$ cat config.mk
export PLATFORM = sky130hd
export DESIGN_NAME = pcw_vram_prefetch
export DESIGN_NICKNAME = d
export VERILOG_FILES = /design/src/rtl/pcw_vram_prefetch.sv
export SDC_FILE = /design/constraint.sdc
export NUM_CORES = 1
export LEC_CHECK = 0
export BUFFER_PORTS_ARGS = -buffer_cell sky130_fd_sc_hd__buf_4
export CAP_MARGIN = 20
export CORE_ASPECT_RATIO = 0.5
export CORE_MARGIN = 2
export CORE_UTILIZATION = 25
export CTS_CLUSTER_DIAMETER = 80
export DETAILED_ROUTE_END_ITERATION = 16
export PLACE_DENSITY_LB_ADDON = 0.15
export SLEW_MARGIN = 0
export SYNTH_ARGS = -nofsm -noshare
export SYNTH_HDL_FRONTEND = slang
export SYNTH_SLANG_ARGS = --single-unit
$ cat constraint.sdc
create_clock -name clk -period 5 [get_ports clk]
set_clock_uncertainty 0.05 [all_clocks]
set_input_delay 1.25 -clock clk [delete_from_list [all_inputs] [get_ports clk]]
set_output_delay 1.25 -clock clk [all_outputs]
set_load 0.05 [all_outputs]
$ cat src/rtl/pcw_vram_prefetch.sv
// rtl/pcw_vram_prefetch.sv - scanline VRAM word fetcher feeding a byte-wide pixel FIFO
// One fetch in flight at a time; each address is held for WAIT_REFS clkref edges before capture.
module pcw_vram_prefetch #(
  parameter int WORDS_PER_LINE = 45,
  parameter int FIFO_DEPTH     = 4,
  parameter int WAIT_REFS      = 3
) (
  input  logic        clk,
  input  logic        reset,
  input  logic        clkref,
  input  logic        line_start,
  input  logic [22:0] line_addr,
  output logic [22:0] vram_addr,
  input  logic [15:0] vram_dout,
  input  logic        pix_rd,
  output logic [7:0]  pix_byte,
  output logic        pix_valid,
  output logic        busy,
  output logic        underrun
);

  localparam int AW = (FIFO_DEPTH > 1) ? $clog2(FIFO_DEPTH) : 1;
  localparam int CW = $clog2(FIFO_DEPTH + 1);
  localparam int RW = $clog2(WORDS_PER_LINE + 1);
  localparam int WW = $clog2(WAIT_REFS + 1);

  localparam logic [CW-1:0] DEPTH_C    = CW'(FIFO_DEPTH);
  localparam logic [RW-1:0] LINE_WORDS = RW'(WORDS_PER_LINE);
  localparam logic [WW-1:0] WAIT_C     = WW'(WAIT_REFS);

  localparam logic [1:0] ST_IDLE    = 2'd0;
  localparam logic [1:0] ST_ISSUE   = 2'd1;
  localparam logic [1:0] ST_WAIT    = 2'd2;
  localparam logic [1:0] ST_CAPTURE = 2'd3;

  logic [1:0]    state_q, state_d;
  logic          clkref_q, clkref_d;
  logic [21:0]   ptr_q, ptr_d;
  logic [RW-1:0] remaining_q, remaining_d;
  logic [WW-1:0] wcnt_q, wcnt_d;
  logic [22:0]   vram_addr_q, vram_addr_d;
  logic [15:0]   mem_q [FIFO_DEPTH];
  logic [15:0]   mem_d [FIFO_DEPTH];
  logic [AW-1:0] wr_ptr_q, wr_ptr_d;
  logic [AW-1:0] rd_ptr_q, rd_ptr_d;
  logic [CW-1:0] count_q, count_d;
  logic          phase_q, phase_d;
  logic          underrun_q, underrun_d;

  logic          ref_rise;
  logic          valid;
  logic          rd_ok;
  logic          push;
  logic          pop;
  logic [15:0]   head;
  logic          unused_addr_lsb;

  assign unused_addr_lsb = line_addr[0];

  always_comb begin
    clkref_d    = clkref;
    state_d     = state_q;
    ptr_d       = ptr_q;
    remaining_d = remaining_q;
    wcnt_d      = wcnt_q;
    vram_addr_d = vram_addr_q;
    mem_d       = mem_q;
    wr_ptr_d    = wr_ptr_q;
    rd_ptr_d    = rd_ptr_q;
    count_d     = count_q;
    phase_d     = phase_q;
    underrun_d  = underrun_q;
    push        = 1'b0;

    ref_rise = clkref & ~clkref_q;
    valid    = (count_q != '0);
    rd_ok    = pix_rd & valid;
    pop      = rd_ok & phase_q;

    case (state_q)
      ST_IDLE: begin
        if (remaining_q != '0 && count_q < DEPTH_C) state_d = ST_ISSUE;
      end
      ST_ISSUE: begin
        vram_addr_d = {ptr_q, 1'b0};
        wcnt_d      = WAIT_C;
        state_d     = ST_WAIT;
      end
      ST_WAIT: begin
        if (wcnt_q == '0) state_d = ST_CAPTURE;
        else if (ref_rise) wcnt_d = wcnt_q - WW'(1);
      end
      ST_CAPTURE: begin
        push        = 1'b1;
        ptr_d       = ptr_q + 22'd1;
        remaining_d = remaining_q - RW'(1);
        state_d     = ST_IDLE;
      end
      default: state_d = ST_IDLE;
    endcase

    // Space was checked before ISSUE, so a CAPTURE push always has room.
    if (push) begin
      mem_d[wr_ptr_q] = vram_dout;
      wr_ptr_d        = wr_ptr_q + AW'(1);
    end
    if (pop) rd_ptr_d = rd_ptr_q + AW'(1);
    if (rd_ok) phase_d = ~phase_q;
    if (pix_rd && !valid) underrun_d = 1'b1;

    case ({push, pop})
      2'b10:   count_d = count_q + CW'(1);
      2'b01:   count_d = count_q - CW'(1);
      default: count_d = count_q;
    endcase

    // A new line abandons everything, including a fetch already in flight.
    if (line_start) begin
      wr_ptr_d    = '0;
      rd_ptr_d    = '0;
      count_d     = '0;
      phase_d     = 1'b0;
      underrun_d  = 1'b0;
      ptr_d       = line_addr[22:1];
      remaining_d = LINE_WORDS;
      vram_addr_d = vram_addr_q;
      state_d     = ST_IDLE;
    end
  end

  always_ff @(posedge clk or posedge reset) begin
    if (reset) begin
      state_q     <= ST_IDLE;
      clkref_q    <= 1'b0;
      ptr_q       <= '0;
      remaining_q <= '0;
      wcnt_q      <= '0;
      vram_addr_q <= 23'h7FFFFE;
      for (int i = 0; i < FIFO_DEPTH; i++) mem_q[i] <= '0;
      wr_ptr_q    <= '0;
      rd_ptr_q    <= '0;
      count_q     <= '0;
      phase_q     <= 1'b0;
      underrun_q  <= 1'b0;
    end else begin
      state_q     <= state_d;
      clkref_q    <= clkref_d;
      ptr_q       <= ptr_d;
      remaining_q <= remaining_d;
      wcnt_q      <= wcnt_d;
      vram_addr_q <= vram_addr_d;
      mem_q       <= mem_d;
      wr_ptr_q    <= wr_ptr_d;
      rd_ptr_q    <= rd_ptr_d;
      count_q     <= count_d;
      phase_q     <= phase_d;
      underrun_q  <= underrun_d;
    end
  end

  assign head      = mem_q[rd_ptr_q];
  assign pix_valid = valid;
  assign pix_byte  = !valid ? 8'h00 : (phase_q ? head[15:8] : head[7:0]);
  assign vram_addr = vram_addr_q;
  assign busy      = (remaining_q != '0) | (state_q != ST_IDLE);
  assign underrun  = underrun_q;

endmodule

==> impl_metrics.ini <==
[cts]
cts_tree = yes
cts_max_level = 4
hold_buffers = 0
cts.clk_slew.worst_paths_ns = 0.06
clock-sinks = 128
numCtsBuffers = 17
cts_resized = 0
clock_latency_ns = 0.41
clock_path_buffers = 2
root_buffer = clkbuf_16
post_cts_buffers = 0

[setup_path]
ff2ff_setup_slack_ns = 2.64
critPathMaxFanout = 16
slowest_delay_ns = 0.98
cp_data_required_time_ns = 3.70
r2r-start = state_q[1]
crit_path_start_kind = register
cp_slowest_cell = dfrtp_1
cp-end-kind = primary output
critical_path.top_delay_family = flip-flops
path_cells = mux4_2 -> mux2i_1 -> nor2_1 -> buf_4
crit_buf_inv = 1
crit_type = register to primary output
crit_path_start = rd_ptr_q[1]
cp.arrival_ns = 2.46

[layout]
multi_input_area_mm2 = 0.00274
fillers = 2438
fin_cells = 890
area_growth_pct = 24.2
diodes = 0
drive_gt1_share_pct = 42.6
regArea_mm2 = 0.00323
nNetsFinal = 620
final_cell_area_mm2 = 0.00761

[route]
drcViolationCount = 0
drt_iter0_markers = 163
avgViaCountPerCell = 4.42
vias = 3938
first_pass_iters = 4
drt-total-wl_um = 14100
final_antenna_net_count = 0
avgRoutedWirePerCell_um = 15.8

[timing]
hold_viol_final = 0
rsz0062_at_grt = false
fin_crit_ns = 3.76
slew_headroom_pct = 34.6
fin_crit_sh_pct = 75.2
fmax_ghz = 0.266
setup_viol = 0
fin_ws_ns = 1.24
fin_setup_tns_ns = 0
worst_slew_pin_slew_ns = 0.982
maxSlewViolCount = 0

[floorplan]
rows = 40
die_x_um = 225
die_area_mm2 = 0.0259
io_pins = 78
core_mm2 = 0.0240
die_h_um = 115
start_util_pct = 25.5

[yosys]
syn_area_mm2 = 0.00613
muxShareOfSynthArea_pct = 24.1
synth-compound-area-share_pct = 4.06
synth-xor-area-share_pct = 3.29
avgSynthCellArea_um2 = 12.7
ys_types = 46
synth_cells = 484
synth_top_family_by_area = multiplexers
ys_ff_latch = 128
yosysTopAreaCellShare_pct = 43.3
synth_area_leaders = dfrtp_1 (43%), mux2_2 (15%), dfstp_2 (9.4%)
synth-simple-area-share_pct = 10.1
synth_top_area_cell = dfrtp_1
seq_area_frac_synth_pct = 52.7
synth_fa_ha_area_share_pct = 2.98
yosysWarnings = 0
syn_nets = 542

[place]
hpwlAfterDp_um = 9100
gp_congestion = 0.707
dp_slack_ns = 1.52
placed_cells_incl_taps = 858
io_buffers = 75
place_area_mm2 = 0.00706

[grt]
busiest_layer = met2
grt_max_degree = 69
met2_usage_pct = 19.7
grt_pass1_wl_um = 23000
grt-ovfl-total = 0
grtUsageMet1_pct = 14.9
grt_usage_pct = 11.7
antenna_found_initial = 0
use_met3_pct = 2.84
grt_pass1_vias = 4148

[power]
power_density_mw_per_mm2 = 515
p_total_w = 0.00392
vdd_drop_max_mv = 0.182
leakage_nw = 3.14

[run_status]
run_status = completed

[worst_hold_path]
hold_path_startpoint = vram_addr[18]
hold_path_class = register to register

[run]
maxCapViolCount = 0
sequential cells by signal (all words and copies together), names as in the netlist:
signal	count
vram_addr	22
mem_q	64
count_q	3
rd_ptr_q	2
wr_ptr_q	2
wcnt_q	2
phase_q	1
remaining_q	6
clkref_q	1
ptr_q	22
underrun	1
state_q	2
per-layer routing:
| metal | wire, um | share of wire (%) | up-vias |
|---|---|---|---|
| met5 | 0 | 0 | - |
| met1 | 6580 | 47 | 2013 |
| li1 | - | - | 1876 |
| met3 | 318 | 2.3 | 15 |
| met2 | 7000 | 50 | 34 |
| met4 | 165 | 1.2 | 0 |
power breakdown:
group          internal (W)  switching (W)  leakage (nW)  total, W
sequential          0.00138       0.000169          1.48   0.00154
combinational      0.000533       0.000681          1.40   0.00121
clock              0.000678       0.000489         0.255   0.00117
cell usage in the layout, fill, tap and decap left out, types with 6 or more instances in the layout:
cell type	instances
ha_1	13
clkbuf_16	17
dfstp_2	22
xnor2_1	15
xor2_1	8
nand3_1	9
buf_4	81
nor2_1	30
nand2_1	43
mux4_2	16
nor3_1	7
nor4_1	6
dfrtp_1	106
inv_1	16
nand4_1	6
o21ai_0	20
mux2_2	83
mux2i_1	18
tightest hold or removal path: cells and delay by family, from the launching register on:
kind,cells,cell delay [ns]
flip-flops,1,0.37
AO/OA/AOI/OAI,1,0.07
AND/OR/NAND/NOR,1,0.04
synthesized netlist by cell type (all sizes together):
cell type / n
dfrtp: 106
mux2: 83
nand2: 43
nor2: 30
dfstp: 22
o21ai: 21
mux2i: 18
inv: 17
mux4: 16
buf: 15
xnor2: 15
ha: 13
nand3: 10
clkbuf: 8
nand4: 8
nor3: 8
nor4: 8
xor2: 8
a21oi: 5
a31oi: 3
nor2b: 3
a22oi: 2
a31o: 2
nand2b: 2
nor3b: 2
o311a: 2
o311ai: 2
or2: 2
a211oi: 1
and2: 1
conb: 1
fa: 1
nand3b: 1
nand4b: 1
nand4bb: 1
nor4b: 1
o221ai: 1
o22ai: 1
cell type report:
cell class              instances  share of cell area [%]
multi-input cells             316                    36.0
clock inverters                10                    1.07
well taps                     315                    5.18
repair buffers                 82                    8.25
clock buffers                  22                    6.23
flip-flops and latches        128                    42.4
inverters                      17                   0.871
kinds of logic after synthesis:
logic type	Yosys count
compound gates	40
xor+xnor	23
fa+ha+maj	14
buf+inv	40
flops	128
mux	117
other cells	1
simple gates	121
worst paths after layout:
kind                       cells after the start       endpoint
max                                            4    pix_byte[5]
min                                            2  vram_addr[18]
max reg2reg                                    4      mem_q[46]
min reg2reg                                    2  vram_addr[18]
max in group asynchronous                      3   vram_addr[8]
min in group asynchronous                      2      mem_q[55]
through the flow:
| step | hold slack, ns | util (%) |
|---|---|---|
| after floorplan | 0.396 | - |
| after global placement | 0.421 | 29.4 |
| after detailed placement | 0.421 | 29.4 |
| after CTS | 0.436 | 31.7 |
| after global routing | 0.451 | 31.7 |
| final | 0.432 | 31.7 |
No activity file was read; power rests on OpenSTA's default activity.
